--- src/rtl/latency_return_buffer_pkg.sv ---
// -----------------------------------------------------------------------------
// latency_return_buffer_pkg
//
// Purpose : Small helper package for the latency return buffer. It holds the
//           operation encodings that the credit counter and the return FIFO
//           decode every cycle.
// Contents: fifo_op_e   - {pop, push} pair seen by the return FIFO
//           credit_op_e - {give, take} pair seen by the credit counter
// -----------------------------------------------------------------------------
package latency_return_buffer_pkg;

    // Bit 0 = push, bit 1 = pop, so a cast from {pop, push} is direct.
    typedef enum logic [1:0] {
        FIFO_IDLE = 2'b00,
        FIFO_PUSH = 2'b01,
        FIFO_POP  = 2'b10,
        FIFO_BOTH = 2'b11
    } fifo_op_e;

    // Bit 0 = credit taken by an accepted input, bit 1 = credit given back
    // by a drained output. Taking and giving together leaves the count alone.
    typedef enum logic [1:0] {
        CREDIT_HOLD = 2'b00,
        CREDIT_TAKE = 2'b01,
        CREDIT_GIVE = 2'b10,
        CREDIT_SWAP = 2'b11
    } credit_op_e;

    function automatic fifo_op_e fifo_op(input logic push, input logic pop);
        return fifo_op_e'({pop, push});
    endfunction

    function automatic credit_op_e credit_op(input logic take, input logic give);
        return credit_op_e'({give, take});
    endfunction

endpackage

--- src/rtl/latency_return_fifo.sv ---
// -----------------------------------------------------------------------------
// latency_return_fifo
//
// Purpose : Circular return buffer that catches every word leaving the fixed
//           latency pipeline. Head is presented directly from storage (no
//           fall-through: a word pushed into an empty FIFO shows up on valid_o
//           the following cycle).
// Ports   : clk_i        - clock, rising edge
//           rst_i        - synchronous active-high reset; pushes are ignored
//                          while it is high
//           push_i       - write strobe (pipeline output valid)
//           push_data_i  - write payload
//           pop_i        - head consumed this cycle
//           valid_o      - FIFO not empty
//           data_o       - head payload
//           count_o      - number of stored entries, 0..Depth
// -----------------------------------------------------------------------------
module latency_return_fifo
    import latency_return_buffer_pkg::*;
#(
    parameter type           dtype = logic,
    parameter int unsigned   Depth = 4,
    localparam int unsigned  CntW  = $clog2(Depth + 1)
) (
    input  logic            clk_i,
    input  logic            rst_i,
    input  logic            push_i,
    input  dtype            push_data_i,
    input  logic            pop_i,
    output logic            valid_o,
    output dtype            data_o,
    output logic [CntW-1:0] count_o
);

    localparam int unsigned     PtrW    = (Depth > 1) ? $clog2(Depth) : 1;
    localparam logic [PtrW-1:0] LastPtr = PtrW'(Depth - 1);
    localparam logic [CntW-1:0] FullCnt = CntW'(Depth);

    dtype            mem_reg [Depth];
    logic [PtrW-1:0] wr_ptr_reg;
    logic [PtrW-1:0] rd_ptr_reg;
    logic [CntW-1:0] count_reg;

    logic     full;
    logic     pop_ok;
    logic     push_ok;
    fifo_op_e op;

    // Pointers wrap explicitly so non-power-of-two depths work.
    function automatic logic [PtrW-1:0] ptr_inc(input logic [PtrW-1:0] ptr);
        return (ptr == LastPtr) ? '0 : ptr + 1'b1;
    endfunction

    assign full    = (count_reg == FullCnt);
    assign pop_ok  = pop_i && (count_reg != '0);
    // A pop in the same cycle frees the slot being written, so a push at
    // full is still legal then. Without the pop the word is discarded.
    assign push_ok = push_i && (!full || pop_ok);
    assign op      = fifo_op(push_ok, pop_ok);

    always_ff @(posedge clk_i) begin
        if (rst_i) begin
            wr_ptr_reg <= '0;
            rd_ptr_reg <= '0;
            count_reg  <= '0;
        end else begin
            case (op)
                FIFO_PUSH: begin
                    wr_ptr_reg <= ptr_inc(wr_ptr_reg);
                    count_reg  <= count_reg + 1'b1;
                end
                FIFO_POP: begin
                    rd_ptr_reg <= ptr_inc(rd_ptr_reg);
                    count_reg  <= count_reg - 1'b1;
                end
                FIFO_BOTH: begin
                    wr_ptr_reg <= ptr_inc(wr_ptr_reg);
                    rd_ptr_reg <= ptr_inc(rd_ptr_reg);
                end
                default: ;
            endcase
        end
    end

    // Storage has no reset; only the pointers and count define validity.
    always_ff @(posedge clk_i) begin
        if (!rst_i && push_ok) begin
            mem_reg[wr_ptr_reg] <= push_data_i;
        end
    end

    assign valid_o = (count_reg != '0);
    assign data_o  = mem_reg[rd_ptr_reg];
    assign count_o = count_reg;

    // A push into a full FIFO with no pop means the credit accounting upstream
    // was bypassed.
    a_no_overflow : assert property (@(posedge clk_i) disable iff (rst_i)
        !(push_i && full && !pop_ok));

    a_count_bounded : assert property (@(posedge clk_i) disable iff (rst_i)
        count_reg <= FullCnt);

endmodule

--- src/rtl/latency_return_buffer.sv ---
// -----------------------------------------------------------------------------
// latency_return_buffer
//
// Purpose : Puts a fixed-latency, non-stallable pipeline behind a valid/ready
//           interface. Upstream transfers are admitted only while a credit
//           (a guaranteed slot in the return FIFO) is available, forwarded
//           straight into the pipeline, and whatever the pipeline emits is
//           captured in the return FIFO for the downstream consumer.
// Ports   : clk_i        - clock, rising edge
//           rst_i        - synchronous active-high reset (reset the pipeline
//                          in the same cycle)
//           in_valid_i   - upstream valid
//           in_ready_o   - upstream may transfer (credit available)
//           in_data_i    - upstream payload
//           pipe_valid_o - issue strobe into the pipeline
//           pipe_data_o  - payload into the pipeline
//           pipe_valid_i - pipeline output valid
//           pipe_data_i  - pipeline output payload
//           out_valid_o  - return FIFO head valid
//           out_ready_i  - downstream accepts head
//           out_data_o   - return FIFO head payload
// Params  : dtype (payload type), Latency (pipeline depth, 0 = wire),
//           Depth (return FIFO entries; Depth >= Latency+2 sustains one
//           transfer per cycle)
// -----------------------------------------------------------------------------
module latency_return_buffer
    import latency_return_buffer_pkg::*;
#(
    parameter type         dtype   = logic,
    parameter int unsigned Latency = 1,
    parameter int unsigned Depth   = 4
) (
    input  logic clk_i,
    input  logic rst_i,
    input  logic in_valid_i,
    output logic in_ready_o,
    input  dtype in_data_i,
    output logic pipe_valid_o,
    output dtype pipe_data_o,
    input  logic pipe_valid_i,
    input  dtype pipe_data_i,
    output logic out_valid_o,
    input  logic out_ready_i,
    output dtype out_data_o
);

    localparam int unsigned     CntW       = $clog2(Depth + 1);
    localparam logic [CntW-1:0] FullCredit = CntW'(Depth);

    logic [CntW-1:0] credit_reg;
    logic [CntW-1:0] credit_next;
    logic [CntW-1:0] fifo_count;
    logic            fire_in;
    logic            fire_out;

    // ready depends only on the credit register, never on out_ready_i.
    assign in_ready_o   = (credit_reg != '0);
    // Nothing is issued into the pipeline while reset is applied, so the
    // pipeline and the credit count restart from the same empty state.
    assign fire_in      = in_valid_i & in_ready_o & ~rst_i;
    assign pipe_valid_o = fire_in;
    assign pipe_data_o  = in_data_i;

    assign fire_out     = out_valid_o & out_ready_i;

    always_comb begin
        credit_next = credit_reg;
        case (credit_op(fire_in, fire_out))
            CREDIT_TAKE: credit_next = credit_reg - 1'b1;
            CREDIT_GIVE: credit_next = credit_reg + 1'b1;
            default:     credit_next = credit_reg;
        endcase
    end

    always_ff @(posedge clk_i) begin
        if (rst_i) begin
            credit_reg <= FullCredit;
        end else begin
            credit_reg <= credit_next;
        end
    end

    latency_return_fifo #(
        .dtype (dtype),
        .Depth (Depth)
    ) u_fifo (
        .clk_i       (clk_i),
        .rst_i       (rst_i),
        .push_i      (pipe_valid_i),
        .push_data_i (pipe_data_i),
        .pop_i       (fire_out),
        .valid_o     (out_valid_o),
        .data_o      (out_data_o),
        .count_o     (fifo_count)
    );

    // issue_tap[k] is fire_in delayed by k cycles. The last tap is when the
    // pipeline must present that word on pipe_valid_i; it exists only to check
    // that the attached pipeline really has the configured latency and is
    // reset together with this block.
    logic [Latency:0] issue_tap;
    assign issue_tap[0] = fire_in;

    for (genvar gi = 0; gi < Latency; gi++) begin : g_issue_track
        logic stage_reg;
        always_ff @(posedge clk_i) begin
            if (rst_i) begin
                stage_reg <= 1'b0;
            end else begin
                stage_reg <= issue_tap[gi];
            end
        end
        assign issue_tap[gi+1] = stage_reg;
    end

    a_credit_no_underflow : assert property (@(posedge clk_i) disable iff (rst_i)
        !(fire_in && !fire_out && (credit_reg == '0)));

    a_credit_bounded : assert property (@(posedge clk_i) disable iff (rst_i)
        credit_reg <= FullCredit);

    // Stored entries plus outstanding credits can never exceed the FIFO size;
    // the difference is the number of words still inside the pipeline.
    a_credit_vs_count : assert property (@(posedge clk_i) disable iff (rst_i)
        (int'(fifo_count) + int'(credit_reg)) <= int'(Depth));

    a_pipe_latency : assert property (@(posedge clk_i) disable iff (rst_i)
        pipe_valid_i == issue_tap[Latency]);

endmodule

--- config.mk ---
export PLATFORM = sky130hd
export DESIGN_NAME = latency_return_buffer
export DESIGN_NICKNAME = d
export VERILOG_FILES = /design/src/rtl/latency_return_buffer_pkg.sv /design/src/rtl/latency_return_fifo.sv /design/src/rtl/latency_return_buffer.sv
export SDC_FILE = /design/constraint.sdc
export NUM_CORES = 1
export LEC_CHECK = 0
export ABC_AREA = 1
export CAP_MARGIN = 20
export CORE_UTILIZATION = 55
export CTS_CLUSTER_DIAMETER = 30
export CTS_CLUSTER_SIZE = 30
export DETAILED_ROUTE_END_ITERATION = 10
export DONT_BUFFER_PORTS = 1
export GPL_TIMING_DRIVEN = 0
export PLACE_DENSITY = 0.7
export RECOVER_POWER = 25
export SYNTH_ARGS = -nofsm -noshare
export SYNTH_HDL_FRONTEND = slang
export SYNTH_HIERARCHICAL = 1
export SYNTH_SLANG_ARGS = --single-unit
--- constraint.sdc ---
create_clock -name clk_i -period 2.26 [get_ports clk_i]
set_clock_uncertainty 0.15 [all_clocks]
set_input_delay 0 -clock clk_i [delete_from_list [all_inputs] [get_ports clk_i]]
set_output_delay 0 -clock clk_i [all_outputs]
set_load 0.03 [all_outputs]
Word-level counts from Yosys, hierarchy flattened
Memories as Yosys holds them, arrays and structs flattened. A register that Yosys moved wholly into a read port is not among the register bits.
Index checks and enable logic that the tools add are counted.
- bits in registers: 10
- bits in writable memories: 4
- input port bits: 7
- output and inout port bits: 5
- logic and storage cells: 43
- memories kept: 1
- memory list (name ; depth ; bits a word ; rd ports ; clocked after memory_dff ; write ports ; line ; text):
    u_fifo.mem_reg ; 4 ; 1 ; 1 ; 1 ; 1 ; latency_return_fifo.sv:39 ; dtype mem_reg [Depth];
- add/subtract/negate cells: 6
- equality and inequality tests: 8
- muxes and demuxes: 8
- bitwise logic cells: 4
- reduce and logical (&&, ||, !) cells: 12
- operator list (kind ; count):
    $pmux W3 S2 ; 2
    $eq A2 B2 Y1 const B ; 5
    $mux W2 ; 4
    $add A3 B1 Y3 const B ; 2
    $reduce_bool A3 Y1 ; 2
    $sub A3 B1 Y3 const B ; 2
    $add A2 B1 Y2 const B ; 2
    $eq A2 B1 Y1 const B ; 2
    $reduce_bool A2 Y1 ; 2
    $reduce_or A2 Y1 ; 2
    $and A1 B1 Y1 ; 3
    $eq A3 B3 Y1 const B ; 1
    $logic_and A1 B1 Y1 ; 3
    $logic_not A1 Y1 ; 2
    $mux W1 ; 2
    $logic_or A1 B1 Y1 ; 1
    $not A1 Y1 ; 1

Logic depth before layout (Yosys ltp)
- depth after elaboration: 9
- mapped depth: 13
- mapped depth without buffers: 13

By module
Netlist, hierarchy kept.
- modules (own cells, without submodules) (module ; times used ; cells an instance ; area each (µm²) ; sequential area each (µm²)):
    latency_return_fifo ; 1 ; 76 ; 686.9 ; 300.3
    latency_return_buffer ; 1 ; 29 ; 211.5 ; 60.1

Worst setup path before layout
Ideal clock, no wire load.
- kind: register to register
- from: reg u_fifo.count_reg[0] (netlist: u_fifo/count_o[0])
- to: reg u_fifo.count_reg[2] (netlist: u_fifo/count_o[2])
- library setup time: 115 ps
- arrival: 1819 ps
- data required time: 1995 ps
- path slack: 176 ps
- cell stages (with the launch flop): 13
- path buffers: 0
- clock period less this slack: 2084 ps
- cell sequence: dfxtp_1 > nor2_4 > nand2_2 > nand2_1 > inv_1 > inv_2 > a21oi_4 > nand2_2 > fa_1 > inv_1 > nand4_1 > a21oi_1 > nor2_1
- cells in the longest elaborated chain, start to end: 7
- elaborated cells on any way between the ends: 13
- classes of those cells: 2 x add/sub; 3 x eq/ne; 1 x mux; 1 x bitwise; 6 x reduce/logical
- RTL lines (what ; line ; text):
    start: declaration ; latency_return_fifo.sv:42 ; logic [CntW-1:0] count_reg;
    start signal: assignment ; latency_return_fifo.sv:70 ; count_reg <= count_reg + 1'b1;
    start signal: assignment ; latency_return_fifo.sv:74 ; count_reg <= count_reg - 1'b1;
    $reduce_bool A3 Y1 * ; latency_return_fifo.sv:92 ; assign valid_o = (count_reg != '0);
    via out_valid_o ; latency_return_buffer.sv:42 ; output logic out_valid_o,
    $and A1 B1 Y1 * ; latency_return_buffer.sv:64 ; assign fire_out = out_valid_o & out_ready_i;
    via fire_out ; latency_return_buffer.sv:54 ; logic fire_out;
    $logic_and A1 B1 Y1 * ; latency_return_fifo.sv:55 ; assign pop_ok = pop_i && (count_reg != '0);
    $logic_or A1 B1 Y1 ; latency_return_fifo.sv:58 ; assign push_ok = push_i && (!full || pop_ok);
    $logic_and A1 B1 Y1 ; latency_return_fifo.sv:58 ;
    $eq A2 B2 Y1 or $eq A2 B1 Y1 (tied branches) ; latency_return_fifo.sv:67 ; case (op)
    $pmux W3 S2 or $reduce_bool A2 Y1 (tied branches) ; n/a ;
The timed path passes the listed nets; every way through them passes the cells marked *.
A chain may end at the register's enable or synchronous reset.

Worst setup path in the final report
- from: reg u_fifo.count_reg[2] (netlist: u_fifo/count_o[2])
- to: reg u_fifo.count_reg[2] (netlist: u_fifo/count_o[2])
Same word-level chain as after synthesis.

==> results.cfg <==
[timing]
max_slew_margin = 0.7614
min_period_over_period = 0.9202
fmax_mhz = 480.8
slew_viol_final = 0
rsz0062_at_grt = no
postLayoutSetupSlackWorst_ps = 180.3
setup_viol_count_final = 0
setup_tns_ps = 0
worstMarginPinSlew_ps = 359.5
hold_viol_final = 0
min_period_ps = 2080

[detailed_routing]
wl_per_cell_um = 10.23
ant_nets = 0
dr.first_iter.drc_count = 7
vias = 642
viasPerCell = 4.864
route.detailed.drc = 0
routed_wl_um = 1350
firstDrtPassIters = 4

[power_and_ir_drop]
finalPower_w = 0.0008800
peakVddDrop_mv = 0.4853
p_leak_nw = 0.4619
power.density_mw_per_mm2 = 863.0

[yosys]
syn_avg_cell_area_sq_um = 8.556
synth-edff-count = 4
ys_ff_latch = 16
synth_area_sq_um = 898.4
synth_ff_type = dfxtp_1
netlist_top_cells_count = 18 x inv_1, 12 x dfxtp_1, 11 x nor2_1
synthDistinctLibCells = 23
synthArstFlopShare = 0
synth_nets = 120
synth_area_leaders = dfxtp_1 27%, edfxtp_1 13%, ha_1 8.4%
synth_warnings = 6
synth_top_area_frac = 0.2674
yosysMostFrequentCell = inv_1
synth_seq_area_share = 0.4011
yosys.area.top_type = dfxtp_1
netlist_instances = 105

[worst_setup_path]
crit_path_max_fanout = 5
rr_startpoint = u_fifo/count_o[2]$_SDFFE_PP0P_
end_kind = flop
crit_chain = inv_2 -> nand2_4 -> nand2_1 -> inv_2 -> inv_2 -> a21oi_4 -> nand2_2 -> fa_1 -> inv_1 -> nand4_1 -> a21oi_1 -> nor2_1
r2r-end = u_fifo/count_o[2]$_SDFFE_PP0P_
crit_path_max_incr_delay_ps = 390
crit_type = flop to flop
critical-path-slowest-cell = fa_1
cp.required_ps = 2300
r2r_slack_ps = 180
r2r_cells = 12
cp_common_cell = inv_2
worstSetupStartpoint = u_fifo/count_o[2]$_SDFFE_PP0P_
cp.arrival_ps = 2120
crit_end = u_fifo/count_o[2]$_SDFFE_PP0P_
start_kind = flop

[placement]
place_worst_setup_slack_ps = 0.8193
gp_congestion = 0.7586
placed_cell_area_sq_um = 918.4
dp_hpwl_um = 1031
port_buffers = 0

[clock_tree]
cts_max_path_buffers = 2
path_clk_slew_ps = 90
numCtsBuffers = 3
cts_tree = yes
htreeDepth = 1
insertion_delay_ps = 280
cts.root.buffer_cell = clkbuf_4
clock_sinks = 16

[floorplan]
core_area_sq_mm = 0.001524
die_w_um = 42.42
io_pins = 12
initial_core_util = 0.5895
rows = 14
die_height_um = 42.42
die_area_sq_mm = 0.001799

[finish]
diodes = 0
drive_above_1_share = 0.2586
fin_nets = 132
finish.utilization = 0.6691
design_area_sq_mm = 0.001020
fillers = 125
layout-area-overhead-vs-synth_pct = 13.51

[global_route]
antenna_found_initial = 0
track_usage = 0.1897
grt_pass1_vias = 619
grt_pass1_wl_um = 2518
grt_max_degree = 10
overflow = 0

[job]
max_cap_viol_count = 0

[worst_hold_path]
hold_class = input pin to flop
holdPathStages = 1

[outcome]
status = completed
## report_power, final
group	internal [W]	switching, W	leakage (nW)	total [W]
sequential	0.000346	0.0000407	0.136	0.000387
clock	0.0000641	0.0000882	0.0154	0.000152
combinational	0.000117	0.000224	0.310	0.000341
total	0.000527	0.000353	0.462	0.000880
## layout by cell type, fill, tap and decap left out
cell type,instances
a21oi_1,5
a21oi_4,1
a32oi_1,1
clkbuf_1,1
clkbuf_4,3
clkinv_1,1
dfxtp_1,9
dfxtp_2,3
dlygate4sd3_1,7
edfxtp_1,4
fa_1,2
ha_1,6
inv_1,17
inv_2,7
nand2_1,7
nand2_2,6
nand2_4,1
nand3_1,4
nand3_2,2
nand4_1,2
nor2_1,11
nor2_2,4
nor2_4,1
o211a_1,1
o21ai_0,4
o21ai_1,4
o21ai_4,1
or2_4,1
## cell families after synthesis
group | count (synthesis) | share of synthesized area
flops | 16 | 0.4011
compound gates | 17 | 0.1295
fa+ha+maj | 8 | 0.1281
buf+inv | 25 | 0.1086
simple gates | 39 | 0.2326
## how the worst min path moves through the flow
stage,from,to,slack (ps)
after floorplan,pipe_data_i,u_fifo/mem_reg[0]$_DFFE_PP_,-50
after global placement,pipe_data_i,u_fifo/mem_reg[2]$_DFFE_PP_,-50
after detailed placement,pipe_data_i,u_fifo/mem_reg[3]$_DFFE_PP_,-50
after CTS,pipe_data_i,u_fifo/mem_reg[3]$_DFFE_PP_,280
after global routing,pipe_data_i,u_fifo/mem_reg[0]$_DFFE_PP_,290
final,pipe_data_i,u_fifo/mem_reg[0]$_DFFE_PP_,280
## routing by layer
layer / wire [um] / track usage
met4: 19 / 0.07500
met2: 665 / 0.3138
met5: 0 / 0
met3: 48 / 0.06466
met1: 617 / 0.2247
## area by class of cell
cell class,count,area [sq um],share of cell area
plain buffers,1,3.754,0.003681
clock buffers,3,22.52,0.02209
clock inverters,1,3.754,0.003681
inverters,24,90.09,0.08834
multi-input cells,64,445.4,0.4368
flip-flops and latches,16,364.1,0.3571
well taps,16,20.02,0.01963
repair buffers,7,70.07,0.06871
## timing repair
action / 4_1_cts / 5_1_grt
setup endpoints to repair: 1 / 1
setup buffers: 0 / 0
resized for setup: 1 / 4
hold buffers: 7 / 0
hold endpoints to repair: 21 / 0
## worst max-delay path, delay by kind of cell, from the launching register on
kind            cells  cell delay (ps)
compound gates      2              320
fa+ha+maj           1              390
buf+inv             4              300
flops               1              350
simple gates        5              470
## stage by stage
stage	std cells	hold WS, ps
2_1_floorplan	105	-51.13
3_3_place_gp	121	-50.99
3_5_place_dp	121	-50.93
4_1_cts	132	279.7
5_1_grt	132	289.4
6_report	132	280.0
Note: power is estimated with default switching activity, not from simulation.
